<file path="config.mk">
export PLATFORM = sky130hd
export DESIGN_NAME = seven_seg_scan
export DESIGN_NICKNAME = d
export VERILOG_FILES = /design/src/rtl/seven_seg_scan.sv
export SDC_FILE = /design/constraint.sdc
export NUM_CORES = 1
export LEC_CHECK = 0
export BUFFER_PORTS_ARGS = -buffer_cell sky130_fd_sc_hd__buf_2
export CELL_PAD_IN_SITES_DETAIL_PLACEMENT = 1
export CELL_PAD_IN_SITES_GLOBAL_PLACEMENT = 1
export CORE_UTILIZATION = 44
export DETAILED_ROUTE_END_ITERATION = 10
export HOLD_SLACK_MARGIN = 0.05
export PLACE_DENSITY = 0.89
export SLEW_MARGIN = 15
export SYNTH_ARGS = -nofsm -noshare
export SYNTH_HDL_FRONTEND = slang
export SYNTH_SLANG_ARGS = --single-unit
</file>
<file path="constraint.sdc">
create_clock -name clk -period 2.8 [get_ports clk]
set_input_delay 0.56 -clock clk [delete_from_list [all_inputs] [get_ports clk]]
set_output_delay 0.56 -clock clk [all_outputs]
set_load 0.05 [all_outputs]
</file>
<file path="src/rtl/seven_seg_scan.sv">
// Time-multiplexed 3-digit seven-segment driver with frame-synchronous double buffering,
// per-digit blanking and anode dead time; outputs are registered one cycle after the scan state.
module seven_seg_scan #(
    parameter int REFRESH_DIV = 50000,
    parameter int DEAD_CYC    = 500
) (
    input  logic       clk,
    input  logic       rst,
    input  logic [3:0] d0,
    input  logic [3:0] d1,
    input  logic [3:0] d2,
    input  logic [2:0] blank,
    input  logic       load,
    output logic [6:0] seg,
    output logic [2:0] an,
    output logic       frame
);
    localparam int CW = $clog2(REFRESH_DIV);

    logic [CW-1:0]   cnt;
    logic [1:0]      idx;
    logic            pend;
    logic [2:0][3:0] pend_d;
    logic [2:0]      pend_blank;
    logic [2:0][3:0] act_d;
    logic [2:0]      act_blank;

    logic       wrap;
    logic       boundary;
    logic [3:0] cur_d;
    logic       cur_blank;
    logic       dark;
    logic [6:0] nxt_seg;
    logic [2:0] nxt_an;

    function automatic logic [6:0] decode(input logic [3:0] v);
        case (v)
            4'h0: decode = 7'b1000000;
            4'h1: decode = 7'b1111001;
            4'h2: decode = 7'b0100100;
            4'h3: decode = 7'b0110000;
            4'h4: decode = 7'b0011001;
            4'h5: decode = 7'b0010010;
            4'h6: decode = 7'b0000010;
            4'h7: decode = 7'b1111000;
            4'h8: decode = 7'b0000000;
            4'h9: decode = 7'b0010000;
            4'hA: decode = 7'b0001000;
            4'hB: decode = 7'b0000011;
            4'hC: decode = 7'b1000110;
            4'hD: decode = 7'b0100001;
            4'hE: decode = 7'b0000110;
            default: decode = 7'b0001110;
        endcase
    endfunction

    assign wrap     = (cnt == CW'(REFRESH_DIV - 1));
    assign boundary = wrap && (idx == 2'd2);

    always_comb begin
        cur_d     = 4'h0;
        cur_blank = 1'b1;
        case (idx)
            2'd0: begin cur_d = act_d[0]; cur_blank = act_blank[0]; end
            2'd1: begin cur_d = act_d[1]; cur_blank = act_blank[1]; end
            2'd2: begin cur_d = act_d[2]; cur_blank = act_blank[2]; end
            default: begin cur_d = 4'h0; cur_blank = 1'b1; end
        endcase
        dark    = (cnt < CW'(DEAD_CYC)) || cur_blank;
        nxt_seg = dark ? 7'h7F : decode(cur_d);
        nxt_an  = dark ? 3'b111 : ~(3'b001 << idx);
    end

    always_ff @(posedge clk) begin
        if (rst) begin
            cnt        <= '0;
            idx        <= 2'd0;
            pend       <= 1'b0;
            pend_d     <= '0;
            pend_blank <= 3'b000;
            act_d      <= '0;
            act_blank  <= 3'b111;
            seg        <= 7'h7F;
            an         <= 3'b111;
            frame      <= 1'b0;
        end else begin
            cnt   <= wrap ? '0 : cnt + 1'b1;
            if (wrap)
                idx <= (idx == 2'd2) ? 2'd0 : idx + 2'd1;
            frame <= boundary;
            seg   <= nxt_seg;
            an    <= nxt_an;

            // Active copy takes the pre-edge pending contents; a same-edge load stays pending.
            if (boundary && pend) begin
                act_d     <= pend_d;
                act_blank <= pend_blank;
            end
            if (load) begin
                pend_d     <= {d2, d1, d0};
                pend_blank <= blank;
                pend       <= 1'b1;
            end else if (boundary) begin
                pend <= 1'b0;
            end
        end
    end
endmodule

</file>
==> impl_results.md, run 1 <==
* Yosys top cell by area: dfxtp_1
* Post-Place Setup Slack at 450.0 ps
* Status: finished, final reports clean
* Drt wl/cell at 16.27 um
* Static leakage at 1.140 nW
* Most frequent cells in the layout: dfxtp_1 (60), nor2_1 (29), buf_2 (28)
* Crit path DAT at 2610 ps
* Vias at 2172
* DIE WIDTH at 79.81 um
* Antenna viol nets, final at 0
* Crit path cell chain: nor2b_1, o2bb2ai_1, inv_1, ha_1, inv_1, a211oi_1, a211oi_1, o21ai_0
* Seq cells post-synth at 60
* RSZ-0062 raised after global routing: false
* Ratio of cells with drive above 1 in the final layout at 16.98%
* Die area at 6370 um^2
* Area contributors post-synth: dfxtp_1 (45%), mux2i_1 (9.0%), nor2_1 (4.1%)
* Setup TNS Final at 0 ps
* Cts hold-fix bufs at 0
* Startpoint types: flop
* Hold_sp: d2[0]
* Max VDD drop at 298.0 uV
* Congestion Overflow GR at 0
* Mux cell area share after synthesis at 9.441%
* CTS H-tree lvls at 3
* Sequential-to-total area share from yosys stat at 45.09%
* Root buffer cell: clkbuf_8
* Core area at 5675 um^2
* Compound-Gate Fraction of Synth Area at 15.03%
* Hold WC Path Type: in -> reg
* Vias in the first global route at 2239
* HPWL Detailed at 4361 um
* Setup violations, final at 0
* Power per cell area at 593.3 nW/um^2
* Design Area, Final at 3060 um^2
* Crit-path slowest cell: dfxtp_1
* Die span in y at 79.81 um
* Post-synthesis simple-gate area fraction at 19.26%
* IO Pins at 29
* Crit share post-route at 86.85%
* RR Startpoint: idx[1]
* R2R setup slack at 370 ps
* Relative slew margins at 36.34%
* CTS tree: built
* DRC at 0
* Ant diodes at 0
* Required time of the worst setup path at 2980 ps
* Global-route wire length before repair at 10950 um
* Placed Instance Area at 2836 um^2
* Largest family of logic cells by synthesized area: simple AND/OR/NAND/NOR gates
* Setup ws final at 368.3 ps
* Total wire length at 6347 um
* Initial Util at 46.94%
* CP startpoint: idx[1]
* Leading cell type in the layout, fill and taps excluded: dfxtp_1
* Synth unique cells at 50
* Area of the mapped netlist at 2664 um^2
* Clk buf depth at 2
* Post-CTS resize count at 0
* Port bufs at 28
* Post-synthesis net count at 311
* GPL Wtd Cong at 0.8297
* Fmax at 411.2 MHz
* Avg Cell Area, Syn at 9.314 um^2
* Rows at 27
* Worst-path maximum fanout at 14
* Crit. End Element: flop
* Bufs and invs on worst path at 2
* Largest net degree at the start of global routing at 38
* Hold Vio Cnt, Final at 0
* Drt first pass iters at 4
* CP Class: reg -> reg
* Tmin final at 2432 ps
* Worst-Margin Slew at 947.6 ps
* Cells after Synth at 286
* Initial DRC Count at 108
* Slowest stage delay, CP at 590 ps
* CTS Buf Count at 9
* Area share of the largest cell type after synthesis at 45.09%
* Clock Skew at 9.365 ps
* Clk sinks at 60
* Max-Cap Viols at 0
* # fillers at 686
* Synth Area in Adders at 3.288%
* Yosys warnings at 0
* Total Routing Usage GR at 22.69%
* Post-Synth XOR/XNOR Area at 3.617%
* Setup Buffers After CTS at 0
* Via-to-Cell Ratio at 5.569
* Initial antenna violation count at 0
* Final Max Slew Viols at 0
* Clock latency on the worst-skew pair at 350 ps
* Delay-heaviest family, CP: compound AO/OA/AOI/OAI gates
* Layout net count at 338
* Layout Area Growth over Synthesis at 14.89%
* Worst-path clk slew at 70 ps
[layer usage]
layer / routed length (um) / GRT usage (%)
met5: 0 / 0
met4: 189 / 12.86
met3: 187 / 4.229
met2: 2843 / 34.79
met1: 3127 / 29.74
[layout make-up]
class / count / area [um^2] / area share, %
clock buffers: 9 / 123.9 / 4.047
clock inverters: 7 / 100.1 / 3.271
inverters: 9 / 33.78 / 1.104
multi-input cells: 202 / 1349 / 44.07
flip-flops and latches: 60 / 1201 / 39.25
well taps: 72 / 90.09 / 2.944
repair buffers: 31 / 162.7 / 5.315
[power breakdown]
part           switching (mW)  internal [mW]
clock network           0.366          0.506
registers              0.0120          0.871
logic                  0.0327         0.0276
[logic make-up after synthesis]
logic type	after synthesis
AND/OR/NAND/NOR	96
AO/OA/AOI/OAI	63
flip-flops	60
multiplexers	25
buffers and inverters	24
XOR/XNOR	11
adder cells (fa/ha/maj)	7
[sequential cells by signal (all words and copies together), names as in the netlist]
name	count
act_blank	3
act_d	12
an	3
cnt	16
frame	1
idx	2
pend	1
pend_blank	3
pend_d	12
seg	7
[Yosys cell counts, drive strengths merged]
cell type  instances
o2bb2ai            3
ha                 7
and3b              1
a211o              3
a21o               1
o31ai              2
a21oi             19
nand2b             2
and4               2
xor2               6
nand3b             1
nand4              3
o21a               2
nor2              29
or4                5
a211oi             8
mux2               1
xnor2              5
buf                5
a22oi              1
and2               2
mux2i             24
o211ai             2
nand3             19
clkbuf            10
nand4bb            1
and3               3
or2                1
nand2             16
o221ai             4
o21ai             17
inv                9
or3                2
nor3               4
nor2b              2
nand4b             1
a2bb2oi            1
nor4               2
dfxtp             60
[through the flow]
stage	util, %	power, mW	hold WS [ps]	std cells
finish	53.92	1.816	450.4	390
floorplan	-	0.9385	417.5	286
detailed placement	49.98	0.9618	466.0	374
CTS	53.92	1.837	439.6	390
global placement	49.98	0.9561	429.3	374
global route	53.92	1.887	448.4	390
[worst min-delay path, stage by stage]
cell     delay (ps)
buf_2            80
mux2i_1          60
nor2_1           70
[worst paths after layout]
path / cells after the start / end
setup reg to reg: 8 / seg[3]
hold reg to reg: 1 / cnt[0]
hold / removal: 3 / pend_d[8]
setup / recovery: 8 / seg[3]
(Power assumes the default switching activity.)
==> run 2: changes to the inputs <==
Settings changed: ABC_AREA set to 1, CORE_ASPECT_RATIO set to 1.1, CORE_UTILIZATION 44 to 42.
==> run 2 against run 1 <==
Sequential cell count unchanged; critical endpoint unchanged; wire length increased by 7.4%; clock power decreased by 9.5%; critical path type unchanged; highest routed layer unchanged.
==> impl_results.md, run 2 <==
* Port bufs at 28 (unchanged)
* Worst-path maximum fanout at 20 (+6)
* Die span in y at 86.41 um (+8.3%)
* Seq cells post-synth at 60 (unchanged)
* Share of power burned in registers at 51.2% (+2.6 points)
* Largest net degree at the start of global routing at 21 (-45%)
* GPL Wtd Cong at 0.7954 (-4.1%)
* Rows at 30 (+11%)
* Core Util, Final at 49.68% (-4.2 points)
* Drt wl/cell at 14.08 um (-13%)
* HPWL Detailed at 4774 um (+9.5%)
* Sequential-to-total area share from yosys stat at 44.16% (-0.93 points)
* Max VDD drop at 295.5 uV (-0.86%)
* Dpl cells at 468 (+25%)
* CTS Buf Count at 9 (unchanged)
* Max FFs per register at 16 (unchanged)
* CTS H-tree lvls at 3 (unchanged)
* Layout Area Growth over Synthesis at 13.11%
* Ys flop type: dfxtp_1
* Cells after Synth at 373 (+30%)
* Post-Place Setup Slack at 816.0 ps (+366.1 ps)
* Clock Skew at 7.292 ps (-2.073 ps)
* Status: finished, final reports clean
* Area contributors post-synth: dfxtp_1 (44%), nand2_1 (11%), nor2_1 (8.6%)
* Final Max Slew Viols at 0 (unchanged)
* Required time of the worst setup path at 3090 ps (+110 ps)
* Yosys top cell by area: dfxtp_1
* Most common cell in the netlist: nand2_1
* IO Pins at 29 (unchanged)
* Root buffer cell: clkbuf_8
* Fmax at 465.8 MHz (+13%)
* Overall Power at 1.736 mW (-4.4%)
* Area of the mapped netlist at 2720 um^2 (+2.1%)
* Power per cell area at 564.2 nW/um^2 (-4.9%)
* Congestion Overflow GR at 0 (unchanged)
* RR Startpoint: idx[1]
* Vias in the first global route at 2573 (+15%)
* DRC at 0 (unchanged)
* Max-Cap Viols at 0 (unchanged)
* Setup ws final at 653.0 ps (+284.7 ps)
* Area share of the largest cell type after synthesis at 44.16% (-0.93 points)
* Tmin final at 2147 ps (-284.7 ps)
* Vias at 2486 (+14%)
* Initial antenna violation count at 0 (unchanged)
* Clk network pwr share at 45.5% (-2.6 points)
* Layout net count at 424 (+25%)
* Initial DRC Count at 116 (+7.4%)
* Total wire length at 6814 um (+7.4%)
* Clk buf depth at 2 (unchanged)
* Initial Util at 43.92% (-3.0 points)
* Clock latency on the worst-skew pair at 340 ps (about the same)
* Total Routing Usage GR at 22.59% (-0.097 points)
* Relative slew margins at 63.79% (+27 points)
* Static leakage at 1.262 nW (+11%)
* Core area at 6193 um^2 (+9.1%)
* Crit path DAT at 2430 ps (-180 ps)
* Most frequent cells in the layout: nand2_1 (82), nor2_1 (62), dfxtp_1 (60)
* # fillers at 806 (+17%)
* Switching pwr at 408.9 uW (-0.55%)
* Setup Buffers After CTS at 0 (unchanged)
* RSZ-0062 raised after global routing: false
* Worst-Margin Slew at 542.5 ps (-405.2 ps)
* Non-filler instance count after layout at 484 (+24%)
* Setup TNS Final at 0 ps (unchanged)
* EDFF count, synth at 0 (unchanged)
* Hold WC Path Type: in -> reg
* Crit. End Element: flop
* Avg Cell Area, Syn at 7.293 um^2 (-22%)
* Global-route wire length before repair at 11960 um (+9.3%)
* Ratio of cells with drive above 1 in the final layout at 15.10% (-1.9 points)
* Cts hold-fix bufs at 0 (unchanged)
* Int Pwr at 1.327 mW (-5.5%)
* Post-synthesis net count at 398 (+28%)
* Startpoint types: flop
* Hold_sp: d1[3]
* CTS tree: built
* Crit share post-route at 76.68% (-10 points)
* Post-synth top cells: nand2_1 (82), nor2_1 (62), dfxtp_1 (60)
* CP startpoint: idx[1]
* DIE WIDTH at 78.73 um (-1.4%)
* Die area at 6803 um^2 (+6.8%)
* Yosys warnings at 0 (unchanged)
* Synth async-reset ratio at 0% (unchanged)
* Ant diodes at 0 (unchanged)
* Biggest register: cnt
* Setup violations, final at 0 (unchanged)
* Clk sinks at 60 (unchanged)
* Biggest regs: cnt: 16 flops, act_d: 12 flops, pend_d: 12 flops
* Post-CTS resize count at 0 (unchanged)
* Hold Vio Cnt, Final at 0 (unchanged)
* Comb power frac at 3.3% (about the same)
* CP Class: reg -> reg
* Antenna viol nets, final at 0 (unchanged)
* Worst-path clk slew at 70 ps (about the same)
* Synth unique cells at 28 (-44%)
* Drt first pass iters at 4 (unchanged)
* Leading cell type in the layout, fill and taps excluded: nand2_1
* Via-to-Cell Ratio at 5.136 (-7.8%)
* Sw frac at 23.55% (+0.91 points)
run 2: cell count changes in the layout (fill, tap and decap cells not counted), sizes merged, moves of 11 or more:
cell	previous run	this run
nand2	16	86
mux2i	24	0
o21ai	17	28
nand4	3	16
nor2	29	66
inv	10	33
run 2: cell families after synthesis:
family,count (synthesis),synth area share (%)
flops,60,44.16
compound gates,56,10.40
simple gates,200,33.26
xor+xnor,4,1.288
buf+inv,46,7.681
fa+ha+maj,7,3.220
run 2: final timing paths:
path	endpoint	slack (ps)	cells past startpoint
setup reg to reg	seg[3]	650	13
setup / recovery	seg[3]	650	13
hold reg to reg	cnt[0]	460	1
hold / removal	pend_d[7]	440	3
run 2: layout make-up:
| cell class | instances | area (um^2) | area share, % |
|---|---|---|---|
| sequential | 60 | 1201 | 39.04 |
| timing repair buffer | 28 | 140.1 | 4.555 |
| clock buffer | 10 | 137.6 | 4.473 |
| tap | 80 | 100.1 | 3.253 |
| inverter | 33 | 123.9 | 4.026 |
| clock inverter | 6 | 63.81 | 2.074 |
| multi-input combinational | 267 | 1310 | 42.58 |
run 2: critical path, cell delays in order, from the launching register on:
cell and delay (ps):
dfxtp_1 440, nand2_2 110, inv_2 280, nand2_1 140, nand3_1 150, nand2_1 190, inv_1 150, ha_1 150
inv_1 70, nor2_1 160, nor2_1 60, nand2_1 70, nand2_1 60, nand2_1 50
run 2: through the flow:
step / cell area, um^2 / hold slack, ps
floorplan: 2720 / 417.5
global placement: 2875 / 426.9
detailed placement: 2875 / 448.0
CTS: 3077 / 433.6
global route: 3077 / 452.2
finish: 3077 / 442.6
run 2: routing by layer:
metal | vias up | GRT usage (%) | part of all wire (%)
met2 | 42 | 39.76 | 52
met3 | 13 | 2.842 | 2.6
met4 | 0 | 12.46 | 2.0
met1 | 1174 | 26.52 | 43
li1 | 1257 | - | -
met5 | - | 0 | 0
run 2: power by group through the flow:
stage | combinational (mW) | sequential, mW | clock [mW]
4_1_cts | 0.0587 | 0.889 | 0.804
3_5_place_dp | 0.0573 | 0.908 | 0
3_3_place_gp | 0.0541 | 0.906 | 0
2_1_floorplan | 0.0397 | 0.901 | 0
6_report | 0.0574 | 0.889 | 0.790
5_1_grt | 0.0668 | 0.891 | 0.840
==> run 3: changes to the inputs <==
Settings changed: CORE_UTILIZATION 42 to 38, PLACE_DENSITY 0.89 to 0.86.
Clock period 2.8 ns to 1.8 ns, I/O delays scaled along.
==> run 3 against run 2 <==
Register-to-register slack worse by 560 ps; critical path depth up 1; count of clock-buffer cells in the layout did not move; combinational power up 73%; utilization down 2.0 points; largest power group unchanged.
==> impl_results.md, run 3 (synthesis results as in run 2) <==
* Status: finished, final reports clean
* Static leakage at 1.334 nW (+5.7%)
* Met2 wire length at 3426 um (-3.2%)
* Relative slew margins at 68.09% (+4.3 points)
* Biggest regs: cnt: 16 flops, act_d: 12 flops, pend_d: 12 flops
* Startpoint types: flop
* Max-Cap Viols at 0 (unchanged)
* Tmin final at 1704 ps (-443.3 ps)
* # fillers at 905 (+12%)
* Root buffer cell: clkbuf_8
* DRC at 0 (unchanged)
* CTS tree: built
* Non-filler instance count after layout at 497 (+2.7%)
* Most frequent cells in the layout: nand2_1 (81), nor2_1 (61), dfxtp_1 (58)
* Required time of the worst setup path at 2040 ps (-1050 ps)
* Crit path cell chain: inv_2, nand2_2, inv_4, nand2_1, nand3_2, nand2_2, inv_1, ha_1, inv_2, nor2_1, nor2_1, nand2_1, nand2_1, nand2_1
* Power per cell area at 883.4 nW/um^2 (+57%)
* Most frequent CP cell: nand2_1
* Biggest register: cnt
* Slowest stage delay, CP at 370 ps (-70 ps)
* Setup violations, final at 0 (unchanged)
* Crit-path slowest cell: dfxtp_4
* Hold WC Path Type: in -> reg
* Port bufs at 28 (unchanged)
* Layout Area Growth over Synthesis at 18.17%
* Delay-heaviest family, CP: simple AND/OR/NAND/NOR gates
* Clock latency on the worst-skew pair at 340 ps (about the same)
* Ant diodes at 0 (unchanged)
* Crit. End Element: flop
* Max FFs per register at 16 (unchanged)
* Rows at 31 (+3.3%)
* Antenna viol nets, final at 0 (unchanged)
* CTS H-tree lvls at 3 (unchanged)
* Drt wl/cell at 13.79 um (-2.0%)
* Crit share post-route at 94.65% (+18 points)
* Worst-path maximum fanout at 5 (-75%)
* Core area at 6749 um^2 (+9.0%)
* Setup TNS Final at 0 ps (unchanged)
* Dpl cells at 480 (+2.6%)
* Overall Power at 2.839 mW (+64%)
* Via-to-Cell Ratio at 5.087 (-0.97%)
* Wl on met1 at 3041 um (+2.7%)
* Total wire length at 6854 um (+0.59%)
* Leading cell type in the layout, fill and taps excluded: nand2_1
* Ratio of cells with drive above 1 in the final layout at 18.80% (+3.7 points)
* Layout net count at 435 (+2.6%)
* Min Hold Slack at 239.9 ps (-202.7 ps)
* Die area at 7501 um^2 (+10%)
* Clk sinks at 60 (unchanged)
* CP Class: reg -> reg
* Met3 Routed Length at 226 um (+30%)
* Fmax at 586.9 MHz (+26%)
* R2R setup slack at 100 ps (-560 ps)
* Initial antenna violation count at 0 (unchanged)
* Multi-input gate area at 1328 um^2 (+1.3%)
* Vias at 2528 (+1.7%)
* Die span in y at 90.74 um (+5.0%)
* Largest net degree at the start of global routing at 20 (-4.8%)
* Total Routing Usage GR at 20.60% (-2.0 points)
* Initial Util at 40.30% (-3.6 points)
* Worst-Margin Slew at 478.2 ps (-64.30 ps)
* Clk buf depth at 2 (unchanged)
* Vias in the first global route at 2606 (+1.3%)
* Worst-path clk slew at 70 ps (about the same)
* Max VDD drop at 642.6 uV (+120%)
* Clock Skew at 8.454 ps (+1.162 ps)
* Global-route wire length before repair at 11810 um (-1.3%)
* Drt first pass iters at 4 (unchanged)
* Crit path DAT at 1940 ps (-490 ps)
* HPWL Detailed at 4796 um (+0.46%)
* Bufs and invs on worst path at 4 (+1)
* CTS Buf Count at 9 (unchanged)
* Core Util, Final at 47.63% (-2.0 points)
* GPL Wtd Cong at 0.7939 (-0.19%)
* IO Pins at 29 (unchanged)
* Sequential Area at 1206 um^2 (+0.42%)
* DIE WIDTH at 82.67 um (+5.0%)
* Final Max Slew Viols at 0 (unchanged)
* DR top layer: met4
* Hold Vio Cnt, Final at 0 (unchanged)
* Initial DRC Count at 88 (-24%)
* Congestion Overflow GR at 0 (unchanged)
## run 3: cell types whose count changed in the layout (fill, tap and decap cells not counted), sizes merged
cell,delta
clkinvlp,+1
clkinv,-2
bufinv,+1
buf,+11
## run 3: what timing repair did
item                                    CTS  global route
buffers inserted                          1             0
pin swaps                                 2             2
endpoints found under the setup margin    4            10
hold buffers                              0             0
gates resized for setup                   4             6
## run 3: worst min-delay path, stage by stage
cell and delay (ps):
buf_2 70, nor2_1 30, nor2_1 80
## run 3: path summary, 6_finish.rpt
path / start / to / cells after the start
max: idx[0] / seg[3] / 14
max reg2reg: idx[0] / seg[3] / 14
min: blank[2] / pend_blank[2] / 3
min reg2reg: cnt[0] / cnt[0] / 1
## run 3: through the flow
stage	cell area, um^2	worst slack, ps
after floorplan	2720	150.4
after global placement	2953	141.7
after detailed placement	2953	-75.95
after CTS	3193	0.9559
after global routing	3214	-10.37
final	3214	96.22
## run 3: power breakdown
part	internal [mW]	switching [mW]
Clock	0.813	0.551
Sequential	1.36	0.0193
Combinational	0.0380	0.0613
Total	2.21	0.632
## run 3: final cells by class
cell class                 instances  area share [%]
sequential                        60           37.52
tap                               82           3.192
multi-input combinational        267           41.30
clock buffer                      10           4.282
clock inverter                     6           2.725
timing repair buffer              39           7.046
inverter                          33           3.931
## run 3: routing by layer
| layer | vias up | track usage [%] |
|---|---|---|
| met5 | - | 0 |
| met4 | 0 | 9.770 |
| met3 | 14 | 5.051 |
| met2 | 43 | 33.54 |
| met1 | 1184 | 24.78 |
| li1 | 1287 | - |
